File: src/rtl/keypad_pkg.sv
// Shared key codes, debounce FSM states and small decode helpers for the keypad entry block.
package keypad_pkg;

  localparam logic [4:0] KEY_ENTER = 5'h10;
  localparam logic [4:0] KEY_BKSP  = 5'h11;
  localparam logic [4:0] KEY_CLR   = 5'h12;
  localparam logic [4:0] KEY_RSVD  = 5'h13;

  typedef enum logic [1:0] {
    IDLE,
    DEB_PRESS,
    HELD
  } key_state_t;

  // Codes 0x00-0x0F are hex digits; everything at or above 0x10 is a function key.
  function automatic logic is_digit(input logic [4:0] code);
    return code < 5'h10;
  endfunction

endpackage

File: src/rtl/key_entry_if.sv
// Valid/ready output port carrying committed operands from key_entry to the core/IO bus.
interface key_entry_if #(
  parameter int WIDTH = 32
);
  logic [WIDTH-1:0] out_data;
  logic             out_valid;
  logic             out_ready;

  modport master (output out_data, output out_valid, input out_ready);
  modport slave  (input out_data, input out_valid, output out_ready);
endinterface

File: src/rtl/key_debounce.sv
// Strobe debouncer: accepts a press after DEBOUNCE stable high samples and re-arms only
// after DEBOUNCE consecutive low samples. accept is a single-cycle combinational pulse.
module key_debounce
  import keypad_pkg::*;
#(
  parameter int DEBOUNCE = 4
) (
  input  logic clk,
  input  logic rst,
  input  logic keystrobe,
  output logic accept
);

  localparam int             CW       = $clog2(DEBOUNCE + 1);
  localparam logic [CW-1:0]  CNT_LAST = CW'(DEBOUNCE - 1);

  key_state_t    state_q, state_d;
  logic [CW-1:0] cnt_q, cnt_d;

  // NOTE: state flops use non-blocking assignments so every flop samples pre-edge values.
  always_ff @(posedge clk or negedge rst) begin
    if (!rst) begin
      state_q <= IDLE;
      cnt_q   <= '0;
    end else begin
      state_q <= state_d;
      cnt_q   <= cnt_d;
    end
  end

  // NOTE: every output of this block gets a default first, so no path can infer a latch.
  always_comb begin
    state_d = state_q;
    cnt_d   = cnt_q;
    accept  = 1'b0;
    unique case (state_q)
      IDLE: begin
        if (keystrobe) begin
          if (DEBOUNCE == 1) begin
            accept  = 1'b1;
            state_d = HELD;
            cnt_d   = '0;
          end else begin
            state_d = DEB_PRESS;
            cnt_d   = CW'(1);
          end
        end
      end
      DEB_PRESS: begin
        if (!keystrobe) begin
          state_d = IDLE;
          cnt_d   = '0;
        end else if (cnt_q == CNT_LAST) begin
          accept  = 1'b1;
          state_d = HELD;
          cnt_d   = '0;
        end else begin
          cnt_d = cnt_q + CW'(1);
        end
      end
      HELD: begin
        // In HELD the counter tracks consecutive low samples; any high sample restarts it.
        if (keystrobe) begin
          cnt_d = '0;
        end else if (cnt_q == CNT_LAST) begin
          state_d = IDLE;
          cnt_d   = '0;
        end else begin
          cnt_d = cnt_q + CW'(1);
        end
      end
      default: begin
        state_d = IDLE;
        cnt_d   = '0;
      end
    endcase
  end

endmodule

File: src/rtl/key_entry.sv
// Keypad operand entry: debounced key actions edit a hex entry register and ENTER commits
// it to a valid/ready output port.
module key_entry
  import keypad_pkg::*;
#(
  parameter int WIDTH    = 32,
  parameter int DEBOUNCE = 4
) (
  input  logic                          clk,
  input  logic                          rst,
  input  logic [4:0]                    keycode,
  input  logic                          keystrobe,
  output logic [WIDTH-1:0]              entry,
  output logic [$clog2(WIDTH/4+1)-1:0]  ndigits,
  output logic                          key_event,
  output logic                          err,
  key_entry_if.master                   out_if
);

  localparam int MAXDIG = WIDTH / 4;
  localparam int NDW    = $clog2(MAXDIG + 1);

  logic             accept;
  logic [WIDTH-1:0] entry_q, entry_d;
  logic [NDW-1:0]   ndigits_q, ndigits_d;
  logic [WIDTH-1:0] out_data_q, out_data_d;
  logic             out_valid_q, out_valid_d;
  logic             key_event_q, key_event_d;
  logic             err_q, err_d;

  key_debounce #(.DEBOUNCE(DEBOUNCE)) u_debounce (
    .clk       (clk),
    .rst       (rst),
    .keystrobe (keystrobe),
    .accept    (accept)
  );

  always_ff @(posedge clk or negedge rst) begin
    if (!rst) begin
      entry_q     <= '0;
      ndigits_q   <= '0;
      out_data_q  <= '0;
      out_valid_q <= 1'b0;
      key_event_q <= 1'b0;
      err_q       <= 1'b0;
    end else begin
      entry_q     <= entry_d;
      ndigits_q   <= ndigits_d;
      out_data_q  <= out_data_d;
      out_valid_q <= out_valid_d;
      key_event_q <= key_event_d;
      err_q       <= err_d;
    end
  end

  always_comb begin
    entry_d     = entry_q;
    ndigits_d   = ndigits_q;
    out_data_d  = out_data_q;
    out_valid_d = out_valid_q;
    key_event_d = accept;
    err_d       = 1'b0;

    // Consumer handshake; a same-edge ENTER commit below overrides this clear.
    if (out_valid_q && out_if.out_ready) out_valid_d = 1'b0;

    if (accept) begin
      if (is_digit(keycode)) begin
        if (ndigits_q < NDW'(MAXDIG)) begin
          entry_d   = {entry_q[WIDTH-5:0], keycode[3:0]};
          ndigits_d = ndigits_q + NDW'(1);
        end else begin
          err_d = 1'b1;
        end
      end else begin
        case (keycode)
          KEY_ENTER: begin
            // out_data may only move when nothing is pending or the pending word leaves now.
            if (!out_valid_q || out_if.out_ready) begin
              out_data_d  = entry_q;
              out_valid_d = 1'b1;
              entry_d     = '0;
              ndigits_d   = '0;
            end else begin
              err_d = 1'b1;
            end
          end
          KEY_BKSP: begin
            if (ndigits_q != '0) begin
              entry_d   = entry_q >> 4;
              ndigits_d = ndigits_q - NDW'(1);
            end
          end
          KEY_CLR: begin
            entry_d   = '0;
            ndigits_d = '0;
          end
          default: ;  // KEY_RSVD and unused codes only pulse key_event
        endcase
      end
    end
  end

  assign entry            = entry_q;
  assign ndigits          = ndigits_q;
  assign key_event        = key_event_q;
  assign err              = err_q;
  assign out_if.out_data  = out_data_q;
  assign out_if.out_valid = out_valid_q;

endmodule
File: src/flat_wrapper.sv
// flat-port wrapper written by rule: the top's interface ports become plain ports
module key_entry_flat import keypad_pkg::*;
#(
  parameter int WIDTH    = 32,
  parameter int DEBOUNCE = 4
)
  (clk, rst, keycode, keystrobe, entry, ndigits, key_event, err, out_if_out_data, out_if_out_valid, out_if_out_ready);
  key_entry_if #(.WIDTH(WIDTH)) out_if_i ();
  input  logic clk;
  input  logic rst;
  input  logic [4:0] keycode;
  input  logic keystrobe;
  output logic [WIDTH-1:0] entry;
  output logic [$clog2(WIDTH/4+1)-1:0] ndigits;
  output logic key_event;
  output logic err;
  output wire logic [$bits(out_if_i.out_data)-1:0] out_if_out_data;
  output wire logic [$bits(out_if_i.out_valid)-1:0] out_if_out_valid;
  input wire logic [$bits(out_if_i.out_ready)-1:0] out_if_out_ready;
  assign out_if_out_data = out_if_i.out_data;
  assign out_if_out_valid = out_if_i.out_valid;
  assign out_if_i.out_ready = out_if_out_ready;
  key_entry #(.WIDTH(WIDTH), .DEBOUNCE(DEBOUNCE)) u_core (.clk(clk), .rst(rst), .keycode(keycode), .keystrobe(keystrobe), .entry(entry), .ndigits(ndigits), .key_event(key_event), .err(err), .out_if(out_if_i));
endmodule
File: config.mk
export PLATFORM = sky130hd
export DESIGN_NAME = key_entry_flat
export DESIGN_NICKNAME = d
export VERILOG_FILES = /design/src/rtl/keypad_pkg.sv /design/src/rtl/key_entry_if.sv /design/src/rtl/key_debounce.sv /design/src/rtl/key_entry.sv /design/src/flat_wrapper.sv
export SDC_FILE = /design/constraint.sdc
export NUM_CORES = 1
export LEC_CHECK = 0
export BUFFER_PORTS_ARGS = -buffer_cell sky130_fd_sc_hd__buf_2
export CAP_MARGIN = 30
export CORE_ASPECT_RATIO = 1.4
export CORE_MARGIN = 1.5
export CORE_UTILIZATION = 42
export DETAILED_ROUTE_END_ITERATION = 6
export PLACE_DENSITY_LB_ADDON = 0.08
export SYNTH_ARGS = -nofsm -noshare
export SYNTH_HDL_FRONTEND = slang
export SYNTH_HIERARCHICAL = 1
export SYNTH_SLANG_ARGS = --single-unit
File: constraint.sdc
create_clock -name clk -period 4.4 [get_ports clk]
set_clock_uncertainty 0.2 [all_clocks]
set_input_delay 0.44 -clock clk [delete_from_list [all_inputs] [get_ports clk]]
set_output_delay 0.44 -clock clk [all_outputs]
set_load 0.01 [all_outputs]
Yosys cells after proc, flatten, opt, wreduce, memory -nomap -nowiden --
Index checks and enable logic that the tools add are counted.
Word-level totals: register bits 76, input port bits 9, output and inout bits 71
Operators by class: add/subtract/negate cells 3, reduce and logical (&&, ||, !) cells 9, equality and inequality tests 13, multiplexer cells 34, bitwise operators 1, order comparisons 2
Operators with widths (number):
- 32-bit 2-to-1 mux | 4
- 32-bit one-hot mux with 3 select lines | 1
- 4-bit 2-to-1 mux | 4
- 5-bit == test, second input constant | 3
- 1-bit 2-to-1 mux | 13
- 3-bit 2-to-1 mux | 4
- 4-bit one-hot mux with 3 select lines | 1
- 2-bit 2-to-1 mux | 5
- 3-bit one-hot mux with 3 select lines | 1
- 2-bit != test, second input constant | 4
- 4-bit AND reduction | 2
- 4-bit nonzero test | 2
- 3-bit by 1-bit != test with 1-bit output, second input constant | 2
- 2-bit one-hot mux with 3 select lines | 1
- 5-bit less-than comparator, second input constant | 1
- 5-bit AND reduction | 1
- 4-bit by 1-bit adder with 4-bit output, second input constant | 1
- 4-bit less-than comparator, second input constant | 1
- 4-bit by 1-bit subtractor with 4-bit output, second input constant | 1
- 3-bit by 1-bit adder with 3-bit output, second input constant | 1
- 3-bit by 2-bit == test with 1-bit output, second input constant | 1
- 3-bit != test, second input constant | 1
- 2-bit by 1-bit == test with 1-bit output, second input constant | 1
- 2-bit == test, second input constant | 1
- other kinds (5) | 5

Longest topological paths before layout --
depth in word-level cells 6, depth in mapped cells 10, depth with buffers taken out 7

Modules after synthesis --
The synthesis kept the hierarchy.
Modules (own cells, without submodules):
- key_entry | instances 1, area an instance 3171.8 um^2, cells an instance 231, sequential area each 1776.7 um^2
- key_debounce | instances 1, area an instance 296.5 um^2, cells an instance 29, sequential area each 125.1 um^2

Worst setup path after synthesis --
OpenSTA, ideal clock, no wires.
path type reg2reg, start point register u_core.u_debounce.cnt_q[0], end point register u_core.ndigits_q[2], in the netlist u_core/ndigits[2], buffers on the path 3, slack 2.096 ns, arrival time 1.978 ns, stages on the path, launching flop included 11, required time 4.074 ns, setup time 0.126 ns, cell sequence dfrtp_1 > ha_1 > nand2b_1 > buf_6 > nor2_1 > inv_1 > a211o_1 > or2_1 > buf_6 > buf_6 > a221o_1
On the way: cells in the longest elaborated chain, start to end 5
Ends and longest elaborated chain:
- from (decl) | RTL line key_debounce.sv:18 | logic [CW-1:0] cnt_q, cnt_d;
- from (signal assigned) | RTL line key_debounce.sv:27 | cnt_q <= cnt_d;
- 3-bit by 2-bit == test with 1-bit output | RTL line key_debounce.sv:53 | end else if (cnt_q == CNT_LAST) begin
- 1-bit 2-to-1 mux | RTL line key_debounce.sv:53
- 1-bit 2-to-1 mux | RTL line key_debounce.sv:50 | if (!keystrobe) begin
- 1-bit 2-to-1 mux | RTL line key_debounce.sv:36 | unique case (state_q)
- net u_core.accept | RTL line key_entry.sv:23 | logic accept;
- 5-bit AND reduction (no source line)
- to (signal assigned) | RTL line key_entry.sv:48 | ndigits_q <= ndigits_d;
- to (decl) | RTL line key_entry.sv:25 | logic [NDW-1:0] ndigits_q, ndigits_d;
The timed path passes the listed nets, and every way through them passes these cells. A chain may end at the register's enable or synchronous reset.

Final worst setup path --
start point register u_core.u_debounce.cnt_q[0], end point register u_core.entry_q[25], in the netlist u_core/entry[25]
On the way: cells in the longest elaborated chain, start to end 5
Ends and longest elaborated chain:
- 3-bit by 2-bit == test with 1-bit output | RTL line key_debounce.sv:53
- 1-bit 2-to-1 mux | RTL line key_debounce.sv:53
- 1-bit 2-to-1 mux | RTL line key_debounce.sv:50
- 1-bit 2-to-1 mux | RTL line key_debounce.sv:36
- net u_core.accept | RTL line key_entry.sv:23
- 5-bit AND reduction (no source line)
- to (signal assigned) | RTL line key_entry.sv:47 | entry_q <= entry_d;
- to (decl) | RTL line key_entry.sv:24 | logic [WIDTH-1:0] entry_q, entry_d;
The timed path passes the listed nets, and every way through them passes these cells.

==> out/qor.csv <==
metric;value;unit
Post-CTS Resized;0;
Overflow after GRT;0;
Placeable Area;8100;um2
DP HPWL;4970;um
Worst-path clk slew;0.05;ns
clock group share of total power;40.4;%
die area;8820;um2
Sequential Power Share;45.7;%
final non-filler cell total;444;
worst setup margin;1.59;ns
synthesized flop and latch total;76;
max-slew violation count;0;
hold_buf cts;0;
Residual DRC;0;
share of cells above drive strength 1;45.9;%
Leakage;2.31;nW
Worst Setup Start Kind;flop;
DR vias;2425;
Comb pwr share;13.9;%
initial drt markers;119;
Die Height;111;um
sinks on the clock net;76;
drt via density;5.46;
Post-synth EDFFs;0;
switching power;0.442;mW
Setup Buffers After CTS;0;
setup violators final;0;
sequential fraction of the synthesis area;54.8;%
yosys warns;6;
outcome;completed;
Pre-Repair DR Iteration Count;4;
DP Area;3920;um2
Register Area;1900;um2
Mapped Cells;260;
slowest stage cell, crit path;buf_4;
cts bufs inserted;9;
Internal Pwr Total;1.31;mW
crit path max fanout;32;
Critical Path AT;2.82;ns
Synth Flop Type;dfrtp_1;
Avg Inst Size Synth;13.3;um2
Synth async-reset ratio;100;%
HP Class;in -> reg;
# placed instances;427;
Starting Density;42.8;%
Post-Syn Nets;272;
n_diodes;0;
mapped cell area;3470;um2
# IOs;80;
max incr delay on CP;0.42;ns
Tmin final;2.81;ns
hold depth;3;
R2R cell count;8;
CTS Buffer Depth;2;
period utilization;63.9;%
Setup crit end kind;flop;
Setup Crit Path Kind;reg -> reg;
Switching Fraction;25.2;%
Fin Setup TNS;0;ns
Place WS;1.35;ns
Row Count;39;
Die X;79.8;um
Multi-input gate area;1420;um2
worst-skew pair later-pin latency;0.33;ns
Final ANT Viol Nets;0;
total power draw;1.75;mW
CTS tree;yes;
worst vdd ir;196;uV
Worst-Margin Slew;1.04;ns
global placer's final weighted congestion;0.832;
Worst EP required;4.41;ns
largest net degree at the start of global routing;77;
Tot GR Track Use;18.2;%
Area Overhead vs Synth;22.2;%
vias in the first global route;2373;
f_max;0.356;GHz
wire per inst;17.0;um
Rel. slew slack;30.4;%
max-cap viol count;0;
H-Tree Level Count;3;
Detailed Route WL;7560;um
Port Buffers;79;
Final Hold Vio Count;0;
RSZ-0062 raised after global routing;no;
crit-path cells;ha_1 > nand2b_1 > nor2_1 > inv_1 > a211o_1 > or2_1 > buf_4 > mux2_2;
# fillers;759;
clock root cell;clkbuf_16;
Power Density;414;nW/um2
first-pass GRT wire length;12400;um
count of cell types in the netlist;46;
initial antenna violation count;0;
Layout Nets;350;
cell area after layout;4240;um2
==> metal layers <==
metal | GRT usage, % | wire [um] | vias up | part of all wire (%)
met2 | 28.8 | 3690 | 63 | 49
li1 | - | - | 1120 | -
met4 | 7.24 | 146 | 0 | 1.9
met5 | 0 | 0 | - | 0
met3 | 4.46 | 310 | 12 | 4.1
met1 | 23.7 | 3420 | 1230 | 45
==> cell usage in the layout (no fill, tap or decap), drive strengths merged, types with 4 or more instances in the layout <==
cell type  instances
a21o               4
a21oi              5
a22o              27
buf               83
clkbuf            13
dfrtp             76
inv                8
mux2              59
nand2              4
nor2               6
nor2b              4
nor3               4
nor3b              4
o21ai              6
==> synth_stat cells (2+ instances only) <==
cell	instances	area [um2]
nor3b_1	4	30.0
a21o_1	4	30.0
nor3_1	4	20.0
o31ai_1	3	22.5
mux2i_1	2	20.0
buf_2	3	15.0
ha_1	3	37.5
nand2b_1	3	18.8
a21oi_1	4	20.0
buf_4	3	22.5
mux2_1	4	45.0
dfrtp_1	76	1900
nor2b_1	4	25.0
nand2_1	4	15.0
inv_1	8	30.0
clkbuf_1	6	22.5
a211o_1	2	17.5
a22o_1	27	236
buf_6	5	56.3
o21a_1	2	15.0
mux2_2	55	619
nor2_1	6	22.5
o21ai_0	5	25.0
==> kinds of logic after synthesis <==
kind of cell,count (synthesis),synth area share [%]
compound gates,56,12.7
flops,76,54.8
mux,61,19.7
fa+ha+maj,3,1.08
simple gates,39,7.47
buf+inv,25,4.22
==> through the flow <==
stage	utilization (%)	hold WS [ns]
2_1_floorplan	-	-0.0556
3_3_place_gp	48.3	0.261
3_5_place_dp	48.3	0.269
4_1_cts	51.9	0.106
5_1_grt	52.3	0.254
6_report	52.3	0.225
==> power by group through the flow <==
stage / logic (mW) / registers, mW / clock network [mW]
after floorplan: 0.157 / 0.814 / 0
after global placement: 0.237 / 0.813 / 0
after detailed placement: 0.243 / 0.815 / 0
after CTS: 0.244 / 0.801 / 0.728
after global routing: 0.272 / 0.811 / 0.761
final: 0.244 / 0.802 / 0.708
==> layout make-up <==
class	count	share of cell area, %
sequential	76	44.9
multi-input combinational	159	33.6
timing repair buffer	84	11.1
clock buffer	13	5.90
tap	102	3.01
clock inverter	2	0.827
inverter	8	0.709
==> path summary, 6_finish.rpt <==
check | startpoint | to | slack [ns]
max reg2reg | u_core/u_debounce/cnt_q[0]$_DFFE_PN0N_ | u_core/entry[25]$_DFFE_PN0P_ | 1.59
min in group asynchronous | rst | u_core/u_debounce/state_q[0]$_DFFE_PN0P_ | 0.25
max in group asynchronous | rst | u_core/entry[27]$_DFFE_PN0P_ | 3.21
min | out_if_out_ready | u_core/out_if.out_valid$_DFF_PN0_ | 0.23
min reg2reg | u_core/out_if.out_data[20]$_DFFE_PN0P_ | u_core/out_if.out_data[20]$_DFFE_PN0P_ | 0.28
max | u_core/u_debounce/cnt_q[0]$_DFFE_PN0N_ | u_core/entry[25]$_DFFE_PN0P_ | 1.59
==> critical path, delay by kind of cell, from the launching register on <==
kind            cells  cell delay [ns]
simple gates        3             0.66
buf+inv             2             0.50
flops               1             0.40
mux                 1             0.39
compound gates      1             0.31
fa+ha+maj           1             0.22
==> sequential cells by signal (all words and copies together), names as in the netlist <==
signal / count
u_core/entry: 32
u_core/err: 1
u_core/key_event: 1
u_core/ndigits: 4
u_core/out_if.out_data: 32
u_core/out_if.out_valid: 1
u_core/u_debounce/cnt_q: 3
u_core/u_debounce/state_q: 2
Note: power is estimated with default switching activity, not from simulation.
